[src/rtl/instr_fetch.sv]
// Instruction fetch unit: reads one- or two-word instructions from a synchronous
// memory and holds them for the control unit. Optional accept counter under FETCH_PERF_EN.
module instr_fetch #(
    parameter logic [15:0] RESET_PC  = 16'd0,
    parameter int          MEM_DEPTH = 191,
    parameter logic [7:0]  ENDOP     = 8'd51
) (
    input  logic        clk,
    input  logic        rst,
    output logic [15:0] mem_addr,
    input  logic [15:0] mem_rd_data,
    output logic [7:0]  ir_opcode,
    output logic [15:0] ir_operand,
    output logic        ir_valid,
    input  logic        ir_ready,
    input  logic        redirect,
    input  logic [15:0] redirect_addr,
    output logic [15:0] pc,
    output logic        halted,
    output logic        fault
`ifdef FETCH_PERF_EN
    ,
    output logic [15:0] instr_count
`endif
);

    typedef enum logic [2:0] {
        OP_REQ  = 3'd0,
        OP_CAP  = 3'd1,
        IMM_REQ = 3'd2,
        IMM_CAP = 3'd3,
        HOLD    = 3'd4,
        HALT    = 3'd5
    } state_t;

    localparam logic [31:0] DEPTH = MEM_DEPTH;

    state_t state;
    logic   pc_fault;
    logic   accept;

    // Handshake: an instruction transfers on any rising edge where ir_valid and
    // ir_ready are both 1; ir_valid never drops and the payload never changes
    // until that edge, and redirect/redirect_addr are only looked at on it.
    assign accept   = (state == HOLD) && ir_valid && ir_ready;
    assign mem_addr = pc;
    assign pc_fault = ({16'd0, pc} >= DEPTH);

    function automatic logic needs_operand(input logic [7:0] op);
        case (op)
            8'd38, 8'd41, 8'd48, 8'd49: needs_operand = 1'b1;
            default:                    needs_operand = 1'b0;
        endcase
    endfunction

    always_ff @(posedge clk or posedge rst) begin
        if (rst) begin
            state      <= OP_REQ;
            pc         <= RESET_PC;
            ir_opcode  <= 8'd0;
            ir_operand <= 16'd0;
            ir_valid   <= 1'b0;
            halted     <= 1'b0;
            fault      <= 1'b0;
        end else begin
            case (state)
                OP_REQ: begin
                    if (pc_fault) begin
                        state  <= HALT;
                        halted <= 1'b1;
                        fault  <= 1'b1;
                    end else begin
                        state <= OP_CAP;
                    end
                end
                OP_CAP: begin
                    ir_opcode <= mem_rd_data[7:0];
                    pc        <= pc + 16'd1;
                    if (needs_operand(mem_rd_data[7:0])) begin
                        state <= IMM_REQ;
                    end else begin
                        ir_operand <= 16'd0;
                        ir_valid   <= 1'b1;
                        state      <= HOLD;
                    end
                end
                IMM_REQ: begin
                    // pc already advanced past the opcode, so this checks the operand word
                    if (pc_fault) begin
                        state  <= HALT;
                        halted <= 1'b1;
                        fault  <= 1'b1;
                    end else begin
                        state <= IMM_CAP;
                    end
                end
                IMM_CAP: begin
                    ir_operand <= mem_rd_data;
                    pc         <= pc + 16'd1;
                    ir_valid   <= 1'b1;
                    state      <= HOLD;
                end
                HOLD: begin
                    if (accept) begin
                        ir_valid <= 1'b0;
                        if (ir_opcode == ENDOP) begin
                            state  <= HALT;
                            halted <= 1'b1;
                        end else begin
                            if (redirect) begin
                                pc <= redirect_addr;
                            end
                            state <= OP_REQ;
                        end
                    end
                end
                HALT: begin
                    state <= HALT;
                end
                default: begin
                    state <= OP_REQ;
                end
            endcase
        end
    end

`ifdef FETCH_PERF_EN
    always_ff @(posedge clk or posedge rst) begin
        if (rst) begin
            instr_count <= 16'd0;
        end else if (accept && (instr_count != 16'hFFFF)) begin
            instr_count <= instr_count + 16'd1;
        end
    end
`endif

endmodule

[config.mk]
export PLATFORM = sky130hd
export DESIGN_NAME = instr_fetch
export DESIGN_NICKNAME = d
export VERILOG_FILES = /design/src/rtl/instr_fetch.sv
export SDC_FILE = /design/constraint.sdc
export NUM_CORES = 1
export LEC_CHECK = 0
export CAP_MARGIN = 30
export CORE_UTILIZATION = 48
export CTS_CLUSTER_SIZE = 16
export DETAILED_ROUTE_END_ITERATION = 12
export PLACE_DENSITY_LB_ADDON = 0.05
export SYNTH_ARGS = -nofsm -noshare
export SYNTH_HDL_FRONTEND = slang
export SYNTH_SLANG_ARGS = --single-unit
[constraint.sdc]
create_clock -name clk -period 3.1 [get_ports clk]
set_input_delay 0.31 -clock clk [delete_from_list [all_inputs] [get_ports clk]]
set_output_delay 0.31 -clock clk [all_outputs]
set_load 0.02 [all_outputs]
**Yosys cells after proc, flatten, opt, wreduce, memory -nomap -nowiden**

Index checks and enable logic that the tools add are counted.

- Register bits: 46
- Output and inout bits: 59
- Logic and storage cells: 61
- Bits of input ports: 36

- Multiplexer cells: 21
- Order comparisons: 1
- $add $sub $neg: 1
- Equality and inequality tests: 16
- Reduce and logical (&&, ||, !) cells: 15

Operators by type and width:

| cell | count |
|---|---|
| 2-to-1 mux 16 bit | 4 |
| case mux 16 bit (2 select lines) | 2 |
| == test 8 x 6 -> 1 bit (second input constant) | 5 |
| case mux 3 bit (6 select lines) | 1 |
| adder 16 x 1 -> 16 bit (second input constant) | 1 |
| greater-or-equal comparator 16 x 8 -> 1 bit (second input constant) | 1 |
| 2-to-1 mux 3 bit | 5 |
| inequality test 2 bit (second input constant) | 4 |
| AND reduction 4 bit | 2 |
| 2-to-1 mux 1 bit | 7 |
| == test 3 x 2 -> 1 bit (second input constant) | 2 |
| == test 3 bit (second input constant) | 2 |
| nonzero test 2 bit | 3 |
| inequality test 2 x 1 -> 1 bit (second input constant) | 2 |
| AND reduction 2 bit | 2 |
| OR reduction 2 bit | 2 |
| OR reduction 4 bit | 1 |
| == test 3 x 1 -> 1 bit (second input constant) | 1 |
| logical NOT 3 bit | 1 |
| case mux 1 bit (3 select lines) | 1 |
| AND reduction 3 bit | 1 |
| nonzero test 3 bit | 1 |
| logical AND 1 bit | 2 |
| case mux 1 bit (2 select lines) | 1 |

**Logic depth before layout (Yosys ltp)**

Gate-level depths: netlist of run 1.

- Word-level depth: 6
- Gate-level depth with buffers: 7
- Gate-level depth less buffers: 5

**Least setup slack after synthesis of run 1**

OpenSTA, ideal clock, no wires.

- Kind: flip-flop to flip-flop
- From: register pc[0] (netlist: mem_addr[0])
- To: register state[1]
- Data required time: 3.022 ns
- Library setup time: 0.078 ns
- Path buffers: 0
- Setup slack: 1.155 ns
- Cell stages (with the launch flop): 6
- Period minus slack after synthesis: 1.945 ns
- Arrival: 1.868 ns
- Cell sequence: dfrtp_1 ha_1 nand3_1 o21ai_0 or4b_2 a21oi_1

- Cells in the longest elaborated chain, start to end: 3

Ends and longest elaborated chain:

| what | line | text |
|---|---|---|
| start, declared | 18 | `output logic [15:0] pc,` |
| start signal, assigned | 78 | `pc <= pc + 16'd1;` |
| start signal, assigned | 99 | `pc <= pc + 16'd1;` |
| start signal, assigned | 111 | `pc <= redirect_addr;` |
| greater-or-equal comparator 16 x 8 -> 1 bit | 47 | `assign pc_fault = ({16'd0, pc} >= DEPTH);` |
| 2-to-1 mux 3 bit | 89 | `if (pc_fault) begin` |
| case mux 3 bit (6 select lines) | 66 | `case (state)` |
| end signal, assigned | 69 | `state <= HALT;` |
| end signal, assigned | 90 | `state <= HALT;` |
| end signal, assigned | 94 | `state <= IMM_CAP;` |
| end, declared | 38 | `state_t state;` |

Every way passes these cells.
A chain may end at the register's enable or synchronous reset.

**Final worst setup path of run 1**

- From: register state[0]
- To: register pc[1] (netlist: mem_addr[1])

- Cells in the longest elaborated chain, start to end: 5
- Elaborated cells on any way between the ends: 12
- Those cells by class: eq/ne (6); mux (1); reduce/logical (5)

Ends and longest elaborated chain:

| what | line | text |
|---|---|---|
| start signal, assigned | 58 | `state <= OP_REQ;` |
| start signal, assigned | 69 |  |
| start signal, assigned | 73 | `state <= OP_CAP;` |
| == test 3 bit | 45, 66 |  |
| logical AND 1 bit (2 in series) | 45 | `assign accept = (state == HOLD) && ir_valid && ir_ready;` |
| inequality test 2 bit (no line) | n/a |  |
| AND reduction 4 bit (no line) | n/a |  |

Several ways; a longest one is shown, not always the timed one.

==> impl_metrics.py, run 1 <==
metrics = {
    "outcome": {
        "status": "complete, no violations",
    },
    "placement": {
        "io_buffers": 94,
        "dpl.cell_count": 381,
        "gp_congestion": 0.792,
        "dp_hpwl_mm": 4.47,
    },
    "routing": {
        "viasPerCell": 5.77,
        "dr.pass1.iters": 4,
        "first_iter_violations": 188,
        "vias": 2243,
        "route.detailed.drc": 0,
        "wl_per_cell_um": 16.5,
        "finalWirelength_mm": 6.40,
        "drtAntennaViolNets": 0,
    },
    "worst_setup_path": {
        "path_class": "reg -> reg",
        "r2r_cells": 4,
        "cp-endpoint": "mem_addr[1]$_DFFE_PP0P_",
        "reg2reg_slack_ns": 0.91,
        "cp.arrival_ns": 2.35,
        "r2r_end": "mem_addr[1]$_DFFE_PP0P_",
        "end_kind": "flip-flop",
        "path_max_fanout": 20,
        "start_kind": "flip-flop",
        "required_ns": 3.26,
        "critical_path.startpoint": "state[0]$_DFFE_PP0N_",
        "rr_startpoint": "state[0]$_DFFE_PP0N_",
    },
    "sta": {
        "fin_setup_tns_ns": 0,
        "fmax_mhz": 456,
        "relSlewSlack_pct": 53.6,
        "final-max-slew-violation-count": 0,
        "min_period_ns": 2.19,
        "hold_violations": 0,
        "setup_viol": 0,
        "holdWs_ns": 0.346,
        "tightest_slew_ns": 0.694,
        "min_period_over_period_pct": 70.8,
        "finClkSkew_ns": 0.00424,
        "grt_setup_unrepaired": "false",
    },
    "logic_synthesis": {
        "synth_edf_count": 0,
        "synth-xor-area-share_pct": 0,
        "ys.flop_type": "dfrtp_1",
        "syn_nets": 284,
        "async_flop_share_pct": 100,
        "synth_compound_gate_area_share_pct": 22.6,
        "synth_area_per_cell_um2": 10.2,
        "synth.most_common_cell": "dfrtp_1",
        "yosys.area_share.simple_pct": 17.2,
        "synth_area_leaders": "dfrtp_1 46%, a22o_1 6.3%, buf_4 5.1%",
        "yosysTopAreaCell": "dfrtp_1",
        "synth_top_family_by_area": "compound AO/OA/AOI/OAI gates",
        "yosysUniqueCellTypes": 47,
        "synth_seq_cells": 46,
        "synth.area.mux_share_pct": 4.04,
        "synthTopCellsByCount": "46 x dfrtp_1, 18 x a22o_1, 17 x buf_4",
        "yosysWarningCount": 0,
        "synth_top_area_share_pct": 45.9,
        "synth_area_um2": 2510,
        "synth-seq-area-share_pct": 45.9,
        "syn_inst": 247,
        "synthAdderAreaFrac_pct": 0.499,
    },
    "hold_path": {
        "hp-class": "in -> async",
    },
    "cells_and_area": {
        "drive_gt1_share_pct": 10.2,
        "area_delta_synth_final_pct": 37.7,
        "fin_cells": 389,
        "fillers": 394,
        "seq_area_um2": 1150,
        "multiInputGateArea_um2": 1110,
        "final_nets": 358,
        "diodes": 0,
    },
    "floorplan": {
        "die-area_um2": 5520,
        "num_rows": 25,
        "num_io_pins": 95,
        "dieHeight_um": 74.3,
        "core_um2": 4880,
        "dieWidth_um": 74.3,
        "start_util_pct": 51.4,
    },
    "clocking": {
        "cts_hold_buf": 0,
        "cts.sinks": 46,
        "cts_tree": "done",
        "h-tree-depth": 2,
        "cts_setup_buffers": 0,
        "cts_buffers": 5,
        "cts_root_buf": "clkbuf_8",
        "clock_latency_ns": 0.30,
        "cts.clk_slew.worst_paths_ns": 0.09,
        "clock_tree.buffer_depth": 2,
        "cts_resized": 0,
    },
    "grt": {
        "grt_pass1_wl_mm": 10.3,
        "antenna_found_initial": 0,
        "grt_pass1_vias": 2105,
        "overflow": 0,
        "grt_max_degree": 27,
        "track_usage_pct": 24.6,
    },
    "power": {
        "power_mw": 1.04,
        "power.density_nw_per_um2": 301,
        "vdd.ir_drop.worst_mv": 0.209,
        "leakage_nw": 1.42,
    },
    "flow_run": {
        "drv_cap": 0,
    },
}
critical path, cell delays in order (launching register included):
cell	delay [ns]
dfrtp_1	0.49
or3b_4	0.56
a211oi_4	0.42
or2_1	0.45
a31oi_1	0.14
cells by family after synthesis:
family / after synthesis
buffers and inverters: 40
flip-flops: 46
AND/OR/NAND/NOR: 77
multiplexers: 9
AO/OA/AOI/OAI: 74
adder cells (fa/ha/maj): 1
cell usage in the layout, fill, tap and decap left out, types with 3 or more instances in the layout:
cell / netlist / final
a22oi_1: 6 / 6
nand2b_1: 3 / 3
nor4_1: 6 / 6
a21oi_1: 5 / 5
clkdlybuf4s50_1: 0 / 94
buf_4: 17 / 3
nand2_1: 14 / 14
o22ai_1: 11 / 11
mux2_2: 9 / 9
clkbuf_8: 0 / 5
o21ai_0: 10 / 10
nor2_1: 13 / 13
dfrtp_1: 46 / 46
and4_1: 3 / 3
nand3_1: 14 / 14
inv_1: 9 / 8
o2bb2ai_1: 6 / 6
a22oi_2: 3 / 3
a22o_1: 18 / 18
nor3_1: 6 / 6
nand4_1: 4 / 4
flip-flops by register name (all words and copies together), names as in the netlist:
| signal | flops |
|---|---|
| state | 3 |
| ir_valid | 1 |
| halted | 1 |
| ir_operand | 16 |
| ir_opcode | 8 |
| mem_addr | 16 |
| fault | 1 |
layout make-up:
| cell class | count | area share, % |
|---|---|---|
| multi-input combinational | 161 | 32.2 |
| clock buffer | 5 | 1.99 |
| tap | 67 | 2.43 |
| clock inverter | 3 | 0.615 |
| sequential | 46 | 33.3 |
| inverter | 9 | 0.978 |
| timing repair buffer | 98 | 28.5 |
per-layer routing:
| layer | track usage [%] | part of all wire, % |
|---|---|---|
| met1 | 35.4 | 46 |
| met2 | 37.7 | 47 |
| met3 | 4.07 | 5.8 |
| met4 | 9.01 | 0.87 |
| met5 | 0 | 0 |
power breakdown:
part	total, mW	switching (mW)	internal [mW]
logic	0.0713	0.0269	0.0444
clock network	0.370	0.211	0.159
registers	0.600	0.000210	0.600
total	1.04	0.238	0.803
per-stage QoR:
| step | setup slack [ns] | utilization (%) | area, µm² |
|---|---|---|---|
| 2_1_floorplan | 1.15 | - | 2510 |
| 3_3_place_gp | 0.897 | 68.6 | 3350 |
| 3_5_place_dp | 0.773 | 69.0 | 3370 |
| 4_1_cts | 0.920 | 70.8 | 3460 |
| 5_1_grt | 0.786 | 70.8 | 3460 |
| 6_report | 0.907 | 70.8 | 3460 |
worst min path at each step:
stage,startpoint,end,slack (ns)
6_report,rst,mem_addr[13]$_DFFE_PP0P_,0.35
5_1_grt,rst,mem_addr[10]$_DFFE_PP0P_,0.39
4_1_cts,rst,mem_addr[10]$_DFFE_PP0P_,0.36
3_5_place_dp,fault$_DFFE_PP0P_,fault$_DFFE_PP0P_,0.47
3_3_place_gp,fault$_DFFE_PP0P_,fault$_DFFE_PP0P_,0.45
2_1_floorplan,mem_rd_data[0],ir_operand[0]$_DFFE_PP0P_,0.44
Power figures use the tool's default switching activity.
==> run 2, diff against run 1 <==
- CORE_UTILIZATION: 48 -> 44
- clock period: 3.1 -> 2.2 ns (I/O delays scaled with it)
==> run 2 against run 1 <==
Die area increased by 8.8%; sequential power increased by 41%; maximum frequency increased by 15%; setup slack got worse by 0.62 ns; hold slack got worse by 0.024 ns; critical path depth increased by 2; count of clock-buffer cells in the layout unchanged; final cell count increased by 4.1%; routed wire length increased by 0.69%; clock power increased by 42%; non-clock buffer count increased by 11; core utilization decreased by 6.7 points.
==> impl_metrics.py, run 2 (same netlist as run 1, synthesis figures left out) <==
metrics = {
    "outcome": {
        "status": "complete, no violations",
    },
    "sta": {
        "fmax_mhz": 522,
        "final-max-slew-violation-count": 0,
        "fin_setup_tns_ns": 0,
        "relSlewSlack_pct": 57.3,
        "grt_setup_unrepaired": "false",
        "min_period_ns": 1.91,
        "min_period_over_period_pct": 87.0,
        "hold_violations": 0,
        "setup_viol": 0,
        "finClkSkew_ns": 0.00502,
        "tightest_slew_ns": 0.640,
    },
    "power": {
        "power.density_nw_per_um2": 416,
        "leakage_nw": 1.47,
        "vdd.ir_drop.worst_mv": 0.307,
        "power_mw": 1.47,
    },
    "worst_setup_path": {
        "cp_cell_sequence": "buf_4, or4b_1, a21oi_1, a21o_1, buf_4, a22o_1",
        "required_ns": 2.44,
        "slowest_stage": "or4b_1",
        "path_max_fanout": 15,
        "cp_top_family": "compound AO/OA/AOI/OAI gates",
        "cp.arrival_ns": 2.15,
        "start_kind": "flip-flop",
        "path_class": "reg -> reg",
        "cp_common_cell": "buf_4",
        "cp_num_buf_inv": 2,
        "slowest_delay_ns": 0.49,
        "end_kind": "flip-flop",
    },
    "cells_and_area": {
        "diodes": 0,
        "final_nets": 369,
        "drive_gt1_share_pct": 13.2,
        "area_delta_synth_final_pct": 40.7,
        "fillers": 475,
        "final_common_cell": "clkdlybuf4s50_1",
        "layout_common_cells": "94 x clkdlybuf4s50_1, 46 x dfrtp_1, 18 x a22o_1",
    },
    "clocking": {
        "cts.sinks": 46,
        "clock_latency_ns": 0.30,
        "cts_tree": "done",
        "cts_root_buf": "clkbuf_8",
        "h-tree-depth": 2,
        "cts_resized": 0,
        "cts_buffers": 5,
        "clock_tree.buffer_depth": 2,
        "cts_setup_buffers": 0,
        "cts_hold_buf": 0,
        "cts.clk_slew.worst_paths_ns": 0.09,
    },
    "grt": {
        "antenna_found_initial": 0,
        "overflow": 0,
        "grt_max_degree": 32,
        "grt_pass1_wl_mm": 10.7,
        "grt_pass1_vias": 2130,
        "track_usage_pct": 22.6,
    },
    "floorplan": {
        "start_util_pct": 45.6,
        "dieHeight_um": 77.5,
        "dieWidth_um": 77.5,
        "core_um2": 5510,
        "num_io_pins": 95,
        "num_rows": 27,
        "die-area_um2": 6010,
    },
    "routing": {
        "drtAntennaViolNets": 0,
        "dr.pass1.iters": 5,
        "finalWirelength_mm": 6.45,
        "first_iter_violations": 183,
        "vias": 2315,
        "viasPerCell": 5.72,
        "wl_per_cell_um": 15.9,
        "route.detailed.drc": 0,
    },
    "flow_run": {
        "drv_cap": 0,
    },
    "hold_path": {
        "hp-class": "in -> async",
    },
    "placement": {
        "gp_congestion": 0.772,
        "dp_hpwl_mm": 4.59,
        "io_buffers": 94,
    },
}
run 2: layout make-up:
class | count | area, µm² | share of cell area, %
Inverter | 9 | 33.8 | 0.956
Sequential cell | 46 | 1150 | 32.6
Multi-Input combinational cell | 161 | 1110 | 31.5
Tap cell | 72 | 90.1 | 2.55
Clock inverter | 3 | 21.3 | 0.602
Clock buffer | 5 | 68.8 | 1.95
Timing Repair Buffer | 109 | 1050 | 29.8
run 2: where the power goes:
group          switching [mW]  internal, mW
sequential           0.000286         0.845
clock                   0.304         0.224
combinational          0.0369        0.0613
run 2: path summary, 6_finish.rpt:
| path | startpoint | to | slack [ns] | cells after the start |
|---|---|---|---|---|
| min in group clk | fault$_DFFE_PP0P_ | fault$_DFFE_PP0P_ | 0.48 | 1 |
| max in group asynchronous | rst | ir_operand[4]$_DFFE_PP0P_ | 1.29 | 3 |
| min reg2reg | fault$_DFFE_PP0P_ | fault$_DFFE_PP0P_ | 0.48 | 1 |
| min | rst | mem_addr[10]$_DFFE_PP0P_ | 0.32 | 2 |
| max | state[1]$_DFFE_PP0N_ | ir_operand[14]$_DFFE_PP0P_ | 0.29 | 6 |
| max reg2reg | state[1]$_DFFE_PP0N_ | ir_operand[14]$_DFFE_PP0P_ | 0.29 | 6 |
run 2: stage by stage:
step	hold WS [ns]	cells	utilization, %	area (µm²)	setup slack [ns]
floorplan	0.353	247	-	2510	0.255
global placement	0.455	397	62.5	3440	0.251
detailed placement	0.470	397	62.5	3440	0.178
CTS	0.350	405	64.1	3530	0.271
global route	0.392	405	64.1	3530	0.194
finish	0.322	405	64.1	3530	0.285
run 2: layer usage:
layer	routed length, µm	global-route usage [%]	vias up
li1	-	-	1083
met1	2950	33.4	1122
met2	2980	34.0	103
met3	441	3.53	7
met4	71	6.79	0
met5	0	0	-
